`config.mk`:
```
export PLATFORM = sky130hd
export DESIGN_NAME = sram_read_arbiter_flat
export DESIGN_NICKNAME = d
export VERILOG_FILES = /design/src/rtl/sram_read_arbiter_if.sv /design/src/rtl/sram_read_arbiter.sv /design/src/flat_wrapper.sv
export SDC_FILE = /design/constraint.sdc
export NUM_CORES = 1
export LEC_CHECK = 0
export CAP_MARGIN = 20
export CORE_UTILIZATION = 34
export DETAILED_ROUTE_END_ITERATION = 12
export HOLD_SLACK_MARGIN = 0.05
export PLACE_DENSITY = 0.82
export SYNTH_ARGS = -nofsm -noshare
export SYNTH_HDL_FRONTEND = slang
export SYNTH_SLANG_ARGS = --single-unit
```
`constraint.sdc`:
```
create_clock -name i_clk -period 2.99 [get_ports i_clk]
set_clock_uncertainty 0.1 [all_clocks]
set_input_delay 0.7475 -clock i_clk [delete_from_list [all_inputs] [get_ports i_clk]]
set_output_delay 0.7475 -clock i_clk [all_outputs]
set_load 0.01 [all_outputs]
```
`src/rtl/sram_read_arbiter_if.sv`:
```
// Requester, SRAM read-port and response bundle for sram_read_arbiter.
// slave = arbiter view, master = requester/SRAM side view.
interface sram_read_arbiter_if #(
   parameter int NUM_REQ    = 4,
   parameter int ADDR_WIDTH = 8,
   parameter int DATA_WIDTH = 64,
   parameter int LEN_WIDTH  = 8
) ();

   logic [NUM_REQ-1:0]            i_req;
   logic [NUM_REQ*ADDR_WIDTH-1:0] i_req_addr;
   logic [NUM_REQ*LEN_WIDTH-1:0]  i_req_len;
   logic [NUM_REQ-1:0]            o_req_ack;

   logic                          o_sram_read_en;
   logic [ADDR_WIDTH-1:0]         o_sram_read_addr;
   logic [DATA_WIDTH-1:0]         i_sram_data;
   logic                          i_sram_data_valid;

   logic [NUM_REQ-1:0]            o_rsp_valid;
   logic [DATA_WIDTH-1:0]         o_rsp_data;
   logic                          o_rsp_last;
   logic [NUM_REQ-1:0]            o_done;
   logic                          o_busy;

   modport slave (
      input  i_req, i_req_addr, i_req_len, i_sram_data, i_sram_data_valid,
      output o_req_ack, o_sram_read_en, o_sram_read_addr,
      output o_rsp_valid, o_rsp_data, o_rsp_last, o_done, o_busy
   );

   modport master (
      output i_req, i_req_addr, i_req_len, i_sram_data, i_sram_data_valid,
      input  o_req_ack, o_sram_read_en, o_sram_read_addr,
      input  o_rsp_valid, o_rsp_data, o_rsp_last, o_done, o_busy
   );

endinterface

```
`src/rtl/sram_read_arbiter.sv`:
```
// Burst arbiter for the shared SRAM read port: ack + first read 1 cycle after request, 2 idle cycles between bursts, no response backpressure.
// Round-robin by default; defining SRAM_ARB_FIXED_PRIO_EN makes the lowest requesting index always win.
module sram_read_arbiter #(
   parameter int NUM_REQ    = 4,
   parameter int ADDR_WIDTH = 8,
   parameter int DATA_WIDTH = 64,
   parameter int LEN_WIDTH  = 8
) (
   input  logic               i_clk,
   input  logic               i_nrst,
   sram_read_arbiter_if.slave bus
);

   localparam int GW = $clog2(NUM_REQ);

   typedef enum logic [1:0] {
      IDLE  = 2'd0,
      BURST = 2'd1,
      DRAIN = 2'd2
   } state_e;

   state_e                state_q, state_d;
   logic [GW-1:0]         grant_q, grant_d;
   logic [ADDR_WIDTH-1:0] base_q,  base_d;
   logic [LEN_WIDTH-1:0]  len_q,   len_d;
   logic [LEN_WIDTH-1:0]  cnt_q,   cnt_d;

   logic [GW-1:0]         search_base;
   logic [GW:0]           rr_sum;
   logic [GW-1:0]         rr_idx;
   logic [GW-1:0]         sel;
   logic                  sel_vld;
   logic [ADDR_WIDTH-1:0] sel_addr;
   logic [LEN_WIDTH-1:0]  sel_len;
   logic                  start;
   logic                  active;
   logic [NUM_REQ-1:0]    grant_oh;

`ifdef SRAM_ARB_FIXED_PRIO_EN
   assign search_base = '0;
`else
   logic [GW-1:0]         ptr_q, ptr_d;

   assign search_base = ptr_q;

   always_comb begin
      ptr_d = ptr_q;
      if (start) begin
         ptr_d = (sel == GW'(NUM_REQ - 1)) ? '0 : sel + GW'(1);
      end
   end

   always_ff @(posedge i_clk or negedge i_nrst) begin
      if (!i_nrst) begin
         ptr_q <= '0;
      end else begin
         ptr_q <= ptr_d;
      end
   end
`endif

   // First requester found scanning upward from search_base, wrapping at NUM_REQ.
   always_comb begin
      sel     = '0;
      sel_vld = 1'b0;
      rr_sum  = '0;
      rr_idx  = '0;
      for (int i = 0; i < NUM_REQ; i++) begin
         rr_sum = {1'b0, search_base} + (GW+1)'(i);
         if (rr_sum >= (GW+1)'(NUM_REQ)) begin
            rr_sum = rr_sum - (GW+1)'(NUM_REQ);
         end
         rr_idx = rr_sum[GW-1:0];
         if (!sel_vld && bus.i_req[rr_idx]) begin
            sel     = rr_idx;
            sel_vld = 1'b1;
         end
      end
   end

   always_comb begin
      sel_addr = '0;
      sel_len  = '0;
      for (int i = 0; i < NUM_REQ; i++) begin
         if (sel == GW'(i)) begin
            sel_addr = bus.i_req_addr[i*ADDR_WIDTH +: ADDR_WIDTH];
            sel_len  = bus.i_req_len[i*LEN_WIDTH +: LEN_WIDTH];
         end
      end
   end

   assign start = (state_q == IDLE) && sel_vld;

   always_ff @(posedge i_clk or negedge i_nrst) begin
      if (!i_nrst) begin
         state_q <= IDLE;
      end else begin
         state_q <= state_d;
      end
   end

   // DRAIN lasts exactly one cycle: the final beat lands the cycle after the last read.
   always_comb begin
      state_d = state_q;
      case (state_q)
         IDLE:    if (sel_vld)        state_d = BURST;
         BURST:   if (cnt_q == len_q) state_d = DRAIN;
         DRAIN:                       state_d = IDLE;
         default:                     state_d = IDLE;
      endcase
   end

   always_comb begin
      grant_d = grant_q;
      base_d  = base_q;
      len_d   = len_q;
      cnt_d   = cnt_q;
      if (start) begin
         grant_d = sel;
         base_d  = sel_addr;
         len_d   = sel_len;
         cnt_d   = '0;
      end else if (state_q == BURST) begin
         cnt_d   = cnt_q + LEN_WIDTH'(1);
      end
   end

   always_ff @(posedge i_clk or negedge i_nrst) begin
      if (!i_nrst) begin
         grant_q <= '0;
         base_q  <= '0;
         len_q   <= '0;
         cnt_q   <= '0;
      end else begin
         grant_q <= grant_d;
         base_q  <= base_d;
         len_q   <= len_d;
         cnt_q   <= cnt_d;
      end
   end

   assign active   = (state_q != IDLE);
   assign grant_oh = active ? (NUM_REQ'(1) << grant_q) : '0;

   // Everything is decoded from registered state so an async reset clears outputs at once.
   always_comb begin
      bus.o_req_ack        = ((state_q == BURST) && (cnt_q == '0)) ? grant_oh : '0;
      bus.o_sram_read_en   = (state_q == BURST);
      bus.o_sram_read_addr = (state_q == BURST) ? base_q + ADDR_WIDTH'(cnt_q) : '0;
      bus.o_rsp_valid      = bus.i_sram_data_valid ? grant_oh : '0;
      bus.o_rsp_data       = active ? bus.i_sram_data : '0;
      bus.o_rsp_last       = (state_q == DRAIN) && bus.i_sram_data_valid;
      bus.o_done           = bus.o_rsp_last ? grant_oh : '0;
      bus.o_busy           = active;
   end

endmodule

```
`src/flat_wrapper.sv`:
```
// flat-port wrapper written by rule: the top's interface ports become plain ports
module sram_read_arbiter_flat 
#(
   parameter int NUM_REQ    = 4,
   parameter int ADDR_WIDTH = 8,
   parameter int DATA_WIDTH = 64,
   parameter int LEN_WIDTH  = 8
)
  (i_clk, i_nrst, bus_i_req, bus_i_req_addr, bus_i_req_len, bus_i_sram_data, bus_i_sram_data_valid, bus_o_req_ack, bus_o_sram_read_en, bus_o_sram_read_addr, bus_o_rsp_valid, bus_o_rsp_data, bus_o_rsp_last, bus_o_done, bus_o_busy);
  sram_read_arbiter_if #(.NUM_REQ(NUM_REQ), .ADDR_WIDTH(ADDR_WIDTH), .DATA_WIDTH(DATA_WIDTH), .LEN_WIDTH(LEN_WIDTH)) bus_i ();
  input  logic i_clk;
  input  logic i_nrst;
  input wire logic [$bits(bus_i.i_req)-1:0] bus_i_req;
  input wire logic [$bits(bus_i.i_req_addr)-1:0] bus_i_req_addr;
  input wire logic [$bits(bus_i.i_req_len)-1:0] bus_i_req_len;
  input wire logic [$bits(bus_i.i_sram_data)-1:0] bus_i_sram_data;
  input wire logic [$bits(bus_i.i_sram_data_valid)-1:0] bus_i_sram_data_valid;
  output wire logic [$bits(bus_i.o_req_ack)-1:0] bus_o_req_ack;
  output wire logic [$bits(bus_i.o_sram_read_en)-1:0] bus_o_sram_read_en;
  output wire logic [$bits(bus_i.o_sram_read_addr)-1:0] bus_o_sram_read_addr;
  output wire logic [$bits(bus_i.o_rsp_valid)-1:0] bus_o_rsp_valid;
  output wire logic [$bits(bus_i.o_rsp_data)-1:0] bus_o_rsp_data;
  output wire logic [$bits(bus_i.o_rsp_last)-1:0] bus_o_rsp_last;
  output wire logic [$bits(bus_i.o_done)-1:0] bus_o_done;
  output wire logic [$bits(bus_i.o_busy)-1:0] bus_o_busy;
  assign bus_i.i_req = bus_i_req;
  assign bus_i.i_req_addr = bus_i_req_addr;
  assign bus_i.i_req_len = bus_i_req_len;
  assign bus_i.i_sram_data = bus_i_sram_data;
  assign bus_i.i_sram_data_valid = bus_i_sram_data_valid;
  assign bus_o_req_ack = bus_i.o_req_ack;
  assign bus_o_sram_read_en = bus_i.o_sram_read_en;
  assign bus_o_sram_read_addr = bus_i.o_sram_read_addr;
  assign bus_o_rsp_valid = bus_i.o_rsp_valid;
  assign bus_o_rsp_data = bus_i.o_rsp_data;
  assign bus_o_rsp_last = bus_i.o_rsp_last;
  assign bus_o_done = bus_i.o_done;
  assign bus_o_busy = bus_i.o_busy;
  sram_read_arbiter #(.NUM_REQ(NUM_REQ), .ADDR_WIDTH(ADDR_WIDTH), .DATA_WIDTH(DATA_WIDTH), .LEN_WIDTH(LEN_WIDTH)) u_core (.i_clk(i_clk), .i_nrst(i_nrst), .bus(bus_i));
endmodule
```
==> reports/results.ini <==
[synth]
yosys.cell_types.count = 45
synthCells = 401
synth-edff-count = 0
synth_nets = 550
ys_warn_count = 0
synth_area_sq_um = 2870
ys_ff_latch = 30
synthFlopType = dfrtp_1
avgSynthCellArea_sq_um = 7.15
postSynth.asyncResetShare_pct = 100
ys_seq_area_share_pct = 26.2

[pwr]
clkPwrFrac_pct = 6.6
p_int_mw = 2.63
p_sw_mw = 2.08
power_mw = 4.71
irDropWorstVdd_mv = 0.382
switching_share_pct = 44.1
p_per_area_nw_per_um2 = 855
leakagePower_nw = 2.36
power_frac_comb_pct = 77.3
seqPwrFrac_pct = 16.1

[drt]
vias_per_cell = 5.05
drtIter0Drc = 161
dr.pass1.iters = 4
drc_errors = 0
vias = 3711
routedWlPerCell_um = 15.1
drt-total-wl_mm = 11.1
ant_nets = 0

[cts]
cts.path.max_buffers = 2
root_buffer = clkbuf_8
clock-sinks = 30
h-tree-depth = 2
clk_pin_slew_ns = 0.06
cts_tree = built
cts_inserted_buffers = 5
clk_latency_ns = 0.28

[finish]
utilization_pct = 67.3
drive_gt1_share_pct = 8.73
area_growth_pct = 91.8
fin_area_sq_um = 5500
nets = 780
diodes = 0

[status]
status = complete, no violations

[setup_path]
crit_path_start_kind = flip-flop
worstPathCellList = ha_4 -> o21ai_0 -> o21bai_1 -> buf_4 -> mux2i_1 -> o311ai_0 -> dlygate4sd2_1
cp_max_fo = 4
cp_slowest_stage_delay_ns = 0.43
crit_required_ns = 2.14
critical-path-slowest-cell = dfrtp_1
critPathCaptureType = output port
reg2reg_slack_ns = 0.65
crit_arrival_ns = 2.09
worstSetupPathType = reg -> out

[floorplan]
std_cell_rows = 33
core_area_sq_um = 8180
die_w_um = 93.9
die_h_um = 93.9
dieArea_sq_um = 8810
start_util_pct = 35.1
design.portCount = 222

[placed_design]
gp_congestion = 0.872
io_buffers = 221
placed_cell_area_sq_um = 5310
dp.final_hpwl_mm = 9.07
dp_worst_setup_slack_ns = -0.220

[flow_run]
maxCapViolCount = 0

[timing]
slew_headroom_pct = 60.1
whs_ns = 0.392
slew_viol_final = 0
finalCritPeriodShare_pct = 98.2
max_freq_mhz = 340
hold_viol_final = 0
period_needed_ns = 2.94
setup_viol = 0
tightestPinTransition_ns = 0.597
rsz0062_at_grt = true
setup_slack_ns = 0.0530

[grt]
grt_overflow = 0
grt_pass1_vias = 3362
grt_max_degree = 69
gr-usage-all-layers_pct = 23.3
antenna_found_initial = 0
grt_pass1_wl_mm = 16.2

[worst_hold_path]
min_path_type = reg -> reg

## state kept, by name (all words and copies together) (netlist names)
signal,count
u_core.state_q,2
u_core.base_q,8
u_core.grant_q,2
u_core.cnt_q,8
u_core.ptr_q,2
u_core.len_q,8
## cells in the final DEF (no fill, tap or decap), types with 2 or more instances in the layout
master | netlist | routed
clkdlybuf4s50_1 | 0 | 204
and2_1 | 66 | 66
nand2_1 | 51 | 51
a21oi_1 | 39 | 38
o21ai_0 | 38 | 37
dfrtp_1 | 30 | 29
inv_1 | 25 | 24
nor2_1 | 24 | 23
buf_4 | 0 | 22
a22oi_1 | 16 | 16
xnor2_1 | 11 | 11
ha_1 | 13 | 9
dlygate4sd2_1 | 0 | 9
nor3_1 | 8 | 8
clkbuf_8 | 0 | 6
nand2b_1 | 5 | 5
o21ai_1 | 4 | 5
nor3b_1 | 4 | 4
dlymetal6s2s_1 | 0 | 4
buf_12 | 0 | 4
o22ai_1 | 3 | 3
nand3_1 | 4 | 3
a21o_1 | 2 | 2
mux2i_1 | 2 | 2
nand3b_1 | 2 | 2
nor4_1 | 2 | 2
xor2_1 | 2 | 2
or2_2 | 2 | 2
or3_1 | 2 | 2
nand4_1 | 2 | 2
a31oi_2 | 2 | 2
ha_4 | 0 | 2
ha_2 | 0 | 2
clkdlybuf4s15_1 | 0 | 2
## kinds of logic (layout without fill, tap and decap cells)
kind of cell             count (synthesis)  after routing  share of synthesized area, %
AO/OA/AOI/OAI                          113            113                          22.9
XOR/XNOR                                13             13                          3.97
adder cells (fa/ha/maj)                 14             14                          6.37
buffers and inverters                   50            278                          7.24
flip-flops                              30             30                          26.2
multiplexers                             2              2                         0.698
AND/OR/NAND/NOR                        179            180                          32.7
## synth_stat cells, types with 2 or more instances
library cell | n | share of area, %
or2_2 | 2 | 0.44
xor2_1 | 2 | 0.61
o21ai_0 | 38 | 6.6
nand4_1 | 2 | 0.44
dfrtp_1 | 30 | 26
ha_1 | 13 | 5.7
inv_1 | 25 | 3.3
nor4_1 | 2 | 0.44
clkbuf_1 | 19 | 2.5
a22oi_1 | 16 | 4.2
buf_6 | 2 | 0.78
a21o_1 | 2 | 0.52
o21ai_1 | 4 | 0.70
nor2_1 | 24 | 3.1
nand3b_1 | 2 | 0.52
nand3_1 | 4 | 0.70
a21oi_1 | 39 | 6.8
or3_1 | 2 | 0.44
nand2b_1 | 5 | 1.1
nor3b_1 | 4 | 1.0
and2_1 | 66 | 14
nand2_1 | 51 | 6.7
buf_2 | 4 | 0.70
a31oi_2 | 2 | 0.87
o22ai_1 | 3 | 0.65
mux2i_1 | 2 | 0.70
xnor2_1 | 11 | 3.4
nor3_1 | 8 | 1.4
## worst max-delay path: cells and delay by family, from the launching register on
family                     cells  cell delay, ns
muxes                          1            0.17
AOI/OAI and AO/OA              3            0.45
DFF                            1            0.43
buffers and inverters          2            0.45
adders and majority gates      1            0.32
## power groups by stage
stage               registers, mW  clock network, mW  logic [mW]
global placement            0.729                  0        3.45
finish                      0.759              0.309        3.64
detailed placement          0.735                  0        3.54
CTS                         0.736              0.315        3.55
floorplan                   0.723                  0        1.92
global route                0.780              0.332        3.99
## metrics by stage
step,std cells,setup TNS (ns)
CTS,732,-0.0159
global route,735,-0.0459
floorplan,401,0
global placement,723,-1.19
detailed placement,723,-3.04
finish,735,0
## final timing paths
path,start,cells after the start,to
setup / recovery,u_core.base_q[2],7,bus_o_sram_read_addr[5]
hold / removal,u_core.base_q[3],2,u_core.base_q[3]
setup reg to reg,u_core.ptr_q[0],10,u_core.base_q[5]
hold reg to reg,u_core.base_q[3],2,u_core.base_q[3]
max in group asynchronous,i_nrst,2,u_core.cnt_q[1]
min in group asynchronous,i_nrst,2,u_core.base_q[1]
## area by class of cell
type                    instances  area [sq um]
repair buffers                247          2450
well taps                     105           131
flip-flops and latches         30           752
multi-input cells             322          1990
fillers                       677          2670
clock buffers                   6          82.6
inverters                      25          93.8
## metal layers
metal  share of wire, %  wire [um]  vias to the layer above  global-route usage, %
li1                   -          -                     1821                      -
met1                 43       4770                     1708                   31.2
met2                 47       5280                      168                   39.2
met3                8.5        948                       14                   3.72
met4                1.2        130                        0                   5.38
met5                  0          0                        -                      0
## timing repair
action	CTS	global route
hold buffers	0	0
gates resized for setup	23	17
endpoints found under the setup margin	29	27
buffers inserted	3	2
cloned	0	1
pin swaps	2	4
Power figures use the tool's default switching activity.
==> RTL edit 1 (same settings) <==
`LEN_WIDTH` is set to 8 in 3 places; all go to 16.
--- a/src/rtl/sram_read_arbiter_if.sv
+++ b/src/rtl/sram_read_arbiter_if.sv
@@ -4,7 +4,7 @@
    parameter int NUM_REQ    = 4,
    parameter int ADDR_WIDTH = 8,
    parameter int DATA_WIDTH = 64,
-   parameter int LEN_WIDTH  = 8
+   parameter int LEN_WIDTH  = 16
 ) ();
 
    logic [NUM_REQ-1:0]            i_req;
--- a/src/rtl/sram_read_arbiter.sv
+++ b/src/rtl/sram_read_arbiter.sv
@@ -4,7 +4,7 @@
    parameter int NUM_REQ    = 4,
    parameter int ADDR_WIDTH = 8,
    parameter int DATA_WIDTH = 64,
-   parameter int LEN_WIDTH  = 8
+   parameter int LEN_WIDTH  = 16
 ) (
    input  logic               i_clk,
    input  logic               i_nrst,
--- a/src/flat_wrapper.sv
+++ b/src/flat_wrapper.sv
@@ -4,7 +4,7 @@
    parameter int NUM_REQ    = 4,
    parameter int ADDR_WIDTH = 8,
    parameter int DATA_WIDTH = 64,
-   parameter int LEN_WIDTH  = 8
+   parameter int LEN_WIDTH  = 16
 )
   (i_clk, i_nrst, bus_i_req, bus_i_req_addr, bus_i_req_len, bus_i_sram_data, bus_i_sram_data_valid, bus_o_req_ack, bus_o_sram_read_en, bus_o_sram_read_addr, bus_o_rsp_valid, bus_o_rsp_data, bus_o_rsp_last, bus_o_done, bus_o_busy);
   sram_read_arbiter_if #(.NUM_REQ(NUM_REQ), .ADDR_WIDTH(ADDR_WIDTH), .DATA_WIDTH(DATA_WIDTH), .LEN_WIDTH(LEN_WIDTH)) bus_i ();
Ports: changed (resized bus_i_req_len); port bits go from 222 to 254. No check against the original RTL was run, so the function may have changed too.
==> RTL edit 1 against the original RTL <==
  * Sequential cell count up 16
  * Wire length up 31%
  * Setup slack better by 0.018 ns
  * Cell area up 27%
  * Total power down 32%
  * Fmax up 0.63%
  * Die area up 33%
  * Synthesized area up 34%
==> RTL edit 1: results (changes against the original RTL) <==
Run status
  – Status: complete, no violations

Route
  – Post-Route WL: 14.55 mm (+31%)
  – Drt wl/cell: 16.50 um (+9.0%)
  – Initial drt markers: 345 (+110%)
  – First-pass DRT Iterations: 5 (+1)
  – Drt via density: 5.341 (+5.8%)

Worst setup path
  – R2r endpoint: u_core.base_q[2]$_DFFE_PN0N_
  – Reg2reg setup slack: 0.62 ns (-0.03 ns)
  – Crit path from: bus_i_sram_data_valid
  – Crit path capture: bus_o_rsp_valid[0]

Synthesis
  – Syn_nets: 654 (+19%)
  – Ranking of synthesized cells by area: dfrtp_1 (30%), and2_1 (11%), a21oi_1 (6.9%), a221o_1 (6.3%), nor2_1 (5.1%)
  – Commonest cells post-synth: and2_1 (67), a21oi_1 (53), nor2_1 (52), dfrtp_1 (46)
  – Sequential share of the synthesized area: 29.97% (+3.8 points)
  – Synth unique cells: 47 (+4.4%)
  – Avg Cell Area, Syn: 8.121 um2 (+14%)

Placement
  – I/O Buffers: 253 (+14%)
  – Placed cells: 868 (+20%)
  – Gpl congestion: 0.8925 (+2.4%)
  – Pre-CTS setup slack: -0.2008 ns (+0.01900 ns)

Global route
  – Vias in the first global route: 4595 (+37%)
  – First-pass GRT wire length: 22.20 mm (+37%)
  – Total track usage: 23.87% (+0.54 points)
  – Largest net degree at the start of global routing: 47 (-32%)

Pwr
  – Psw: 1.176 mW (-43%)
  – Worst vdd ir: 0.0003257 V (-15%)
  – Static leakage: 2.890 nW (+23%)

Layout
  – # nets final: 922 (+18%)
  – Largest regs: u_core.cnt_q: 16 flops, u_core.len_q: 16 flops, u_core.base_q: 8 flops
  – Filler cell count: 892 (+32%)

Clocking
  – CTS Root Buffer Type: clkbuf_16

Hold path
  – Hold crit path type: in -> async

Timing
  – Hold slack: 0.2800 ns (-0.1120 ns)
  – Worst-Margin Slew: 0.4610 ns (-0.1356 ns)
[RTL edit 1: changes by cell type after synthesis, sizes merged, moves of 23 or more]
cell | unedited run | this run
nand2 | 52 | 26
o211ai | 1 | 26
a221o | 1 | 24
nor2 | 24 | 52
o21ai | 42 | 8
[RTL edit 1: repair_timing]
action / CTS / global route
hold endpoints to repair: 0 / 0
setup buffers: 2 / 2
gates resized for setup: 19 / 29
cloned: 1 / 1
endpoints found under the setup margin: 80 / 37
pin swaps: 2 / 10
[RTL edit 1: worst min-delay path by stage]
stage | from | end | cells after the start
4_1_cts | u_core.len_q[14]$_DFFE_PN0N_ | u_core.len_q[14]$_DFFE_PN0N_ | 2
3_3_place_gp | u_core.len_q[14]$_DFFE_PN0N_ | u_core.len_q[14]$_DFFE_PN0N_ | 2
3_5_place_dp | u_core.len_q[14]$_DFFE_PN0N_ | u_core.len_q[14]$_DFFE_PN0N_ | 2
2_1_floorplan | i_nrst | u_core.base_q[0]$_DFFE_PN0N_ | 0
5_1_grt | i_nrst | u_core.base_q[6]$_DFFE_PN0N_ | 1
6_report | i_nrst | u_core.base_q[6]$_DFFE_PN0N_ | 1
[RTL edit 1: cell type report]
type | count | share of cell area (%)
Sequential cell | 46 | 16.54
Timing Repair Buffer | 296 | 42.12
Clock buffer | 5 | 1.795
Clock inverter | 3 | 0.3591
Tap cell | 140 | 2.513
Inverter | 12 | 0.6463
Multi-Input combinational cell | 380 | 36.03
[RTL edit 1: worst max-delay path, cell delays in order]
cell and delay (ns):
clkdlybuf4s50_1 0.48, nand2_1 0.11, nor3_1 0.16, clkdlybuf4s50_1 0.58
[RTL edit 1: cells by family (layout without fill, tap and decap cells)]
kind of cell / Yosys count / count (layout) / synth area share, %
compound gates: 126 / 126 / 22.25
xor+xnor: 26 / 26 / 5.928
fa+ha+maj: 14 / 14 / 4.756
buf+inv: 49 / 316 / 6.286
flops: 46 / 46 / 29.97
mux: 5 / 5 / 1.303
simple gates: 207 / 209 / 29.51
[RTL edit 1: metrics by stage]
stage	area, um2	utilization (%)	power (mW)
after global placement	6730	61.54	2.607
final	6969	63.73	3.218
after CTS	6917	63.25	3.223
after global routing	6969	63.73	3.427
after detailed placement	6730	61.54	2.662
after floorplan	3841	-	1.814
[RTL edit 1: power by group through the flow]
stage / Sequential (mW) / Combinational (mW) / Clock, mW
after floorplan: 0.849 / 0.965 / 0
after global placement: 0.857 / 1.75 / 0
after detailed placement: 0.861 / 1.80 / 0
after CTS: 0.849 / 1.81 / 0.569
after global routing: 0.866 / 1.96 / 0.596
final: 0.852 / 1.80 / 0.564
[RTL edit 1: per-layer routing]
layer,vias to the layer above,track usage (%),wire length (um)
met5,-,0,0
met4,0,6.660,248
met3,16,2.833,1123
met2,269,45.72,7732
met1,2208,27.63,5446
li1,2218,-,-
==> RTL edit 2 (same settings) <==
Without the edit above. Encoding of `state_e`: now one-hot (3 bits for 3 states).
--- a/src/rtl/sram_read_arbiter.sv
+++ b/src/rtl/sram_read_arbiter.sv
@@ -13,10 +13,10 @@
 
    localparam int GW = $clog2(NUM_REQ);
 
-   typedef enum logic [1:0] {
-      IDLE  = 2'd0,
-      BURST = 2'd1,
-      DRAIN = 2'd2
+   typedef enum logic [2:0] {
+      IDLE  = 3'b001,
+      BURST = 3'b010,
+      DRAIN = 3'b100
    } state_e;
 
    state_e                state_q, state_d;
Formal check against the unedited RTL: no difference found for any inputs over 10 cycles, from zero or initial values and one cycle with i_nrst low; not proved beyond that.
==> RTL edit 2 against the original RTL <==
  * Via count fell by 2.5%
  * Cell area rose by 1.4%
  * Sequential cell count increased by 1
  * Synthesized area rose by 2.3%
  * Wire length is 1.6% higher
  * Synthesized cell count is 0.75% lower
  * Total power decreased by 11%
  * Setup slack better by 0.012 ns
  * Highest routed layer unchanged
==> RTL edit 2: results (changes against the original RTL) <==
Synthesis
  – Commonest cells post-synth: and2_1 (68), a21oi_1 (55), nor2_1 (40), dfrtp_1 (30), nand2_1 (30)
  – Avg Cell Area, Syn: 7.375 um2 (+3.1%)
  – Sequential share of the synthesized area: 26.47% (+0.30 points)
  – Most numerous cell in the Yosys netlist: and2_1
  – Synth unique cells: 54 (+20%)
  – Async S/R FF share, synth: 100.0% (unchanged)
  – Syn_nets: 547 (-0.55%)
  – Post-synth top flop: dfrtp_1
  – Ranking of synthesized cells by area: dfrtp_1 (26%), and2_1 (14%), a21oi_1 (9.4%), ha_1 (5.5%), nor2_1 (5.1%)
  – YS warnings: 0 (unchanged)

Clocking
  – Clk buf depth: 2 (unchanged)
  – Max H-tree Level: 2 (unchanged)
  – CTS Root Buffer Type: clkbuf_8
  – Later-pin clock latency in the skew report: 0.28 ns (about the same)
  – Clock transition at the registers of the reported paths: 0.07 ns
  – Num CTS Buffers: 5 (unchanged)

Global route
  – Largest net degree at the start of global routing: 70 (+1.4%)
  – Total track usage: 23.01% (-0.32 points)
  – First-pass GRT wire length: 16.16 mm (-0.55%)
  – Vias in the first global route: 3338 (-0.71%)
  – Initial antenna violation count: 0 (unchanged)

Placement
  – Gpl congestion: 0.8490 (-2.6%)
  – Placed cell area: 5395 um2 (+1.7%)
  – Dpl hpwl: 9.069 mm (about the same)
  – Placed cells: 725 (+0.28%)
  – I/O Buffers: 221 (unchanged)

Route
  – Initial drt markers: 219 (+36%)
  – Met1 WL: 4.776 mm (+0.23%)
  – Post-Route WL: 11.30 mm (+1.6%)
  – Drt via density: 4.925 (-2.5%)
  – Vias: 3620 (-2.5%)
  – DR top layer: met4
  – Met3 Routed Length: 633 um (-33%)
  – First-pass DRT Iterations: 4 (unchanged)
  – Wire length on met2: 5.743 mm (+8.7%)

Worst setup path
  – CP arrival: 2.08 ns
  – CP max stage delay: 0.55 ns (+0.12 ns)
  – Critical path peak fanout: 69 (+65)
  – Crit path max-delay family: buffers and inverters
  – Reg2reg setup slack: 0.55 ns (-0.10 ns)
  – Critical-path top delay cell: dfstp_2

Layout
  – # nets final: 778 (-0.26%)
  – Layout cells sized above 1: 11.11% (+2.4 points)
  – Largest regs: u_core.base_q: 8 flops, u_core.cnt_q: 8 flops, u_core.len_q: 8 flops
  – ANT cells: 0 (unchanged)
  – Filler cell count: 682 (+0.74%)

Run status
  – Status: complete, no violations

Timing
  – Worst-Margin Slew: 0.9531 ns (+0.3565 ns)

Pwr
  – Worst vdd ir: 0.0003250 V (-15%)
  – Static leakage: 2.400 nW (+1.8%)

Hold path
  – Hold crit path type: reg -> reg
## RTL edit 2: cell count changes after synthesis, moves of 3 or more
| cell | unedited run | this run |
|---|---|---|
| nor2_1 | 24 | 40 |
| nand2_1 | 51 | 30 |
| nor3_1 | 8 | 2 |
| nand3_1 | 4 | 7 |
| xor2_1 | 2 | 7 |
| o21ai_0 | 38 | 19 |
| a21oi_1 | 39 | 55 |
## RTL edit 2: per-layer routing
layer / global-route usage [%] / up-vias
met4: 5.051 / 0
met5: 0 / -
met3: 3.382 / 14
li1: - / 1802
met2: 40.05 / 149
met1: 29.96 / 1655
## RTL edit 2: final cells by class
class                           count  share of cell area (%)
Multi-Input combinational cell    316                   36.38
Timing Repair Buffer              250                   43.99
Inverter                           25                   1.862
Tap cell                          105                   2.355
Clock buffer                        8                   1.436
Sequential cell                    31                   13.97
## RTL edit 2: worst paths after layout
| path | start | end | depth (start not counted) |
|---|---|---|---|
| worst max-delay path | u_core.state_q[0]$_DFFE_PN1P_ | bus_o_rsp_data[62] | 4 |
| worst min-delay path | u_core.base_q[0]$_DFFE_PN0N_ | u_core.base_q[0]$_DFFE_PN0N_ | 2 |
| worst max register to register | u_core.state_q[0]$_DFFE_PN1P_ | u_core.grant_q[0]$_DFFE_PN0N_ | 4 |
| worst min register to register | u_core.base_q[0]$_DFFE_PN0N_ | u_core.base_q[0]$_DFFE_PN0N_ | 2 |
| max in group asynchronous | i_nrst | u_core.state_q[0]$_DFFE_PN1P_ | 2 |
| min in group asynchronous | i_nrst | u_core.cnt_q[3]$_DFFE_PN0P_ | 2 |
## RTL edit 2: timing repair
item                       in CTS  in global routing
buffers inserted                1                  1
resized for setup              41                 24
gates cloned                    0                  0
pin swaps                       3                  5
setup endpoints to repair      82                 91
## RTL edit 2: power by group
part	switching [mW]	leakage (nW)	internal, mW
clock network	0.141	0.0395	0.165
logic	1.53	1.99	1.60
registers	0.168	0.373	0.599
total	1.84	2.40	2.37
## RTL edit 2: cells by family after synthesis
family | share of synthesized area [%]
and+or+nand+nor | 32.99
muxes | 1.833
adders and majority gates | 6.224
xor gates and xnor gates | 4.774
DFF | 26.47
buffers and inverters | 7.459
AOI/OAI and AO/OA | 20.25
## RTL edit 2: tightest hold or removal path: stages, from the launching register on
cell and delay (ns):
dfrtp_1 0.35, nor2_1 0.06, a21oi_1 0.10
## RTL edit 2: per-stage QoR
step                setup slack (ns)  hold slack, ns  util [%]
floorplan                     0.4270          0.3519         -
global placement             -0.3893          0.4116     65.01
detailed placement           -0.4567          0.4239     65.01
CTS                          -0.1287          0.4428     66.24
global route                -0.01567          0.4759     67.21
finish                       0.06516          0.4518     67.21
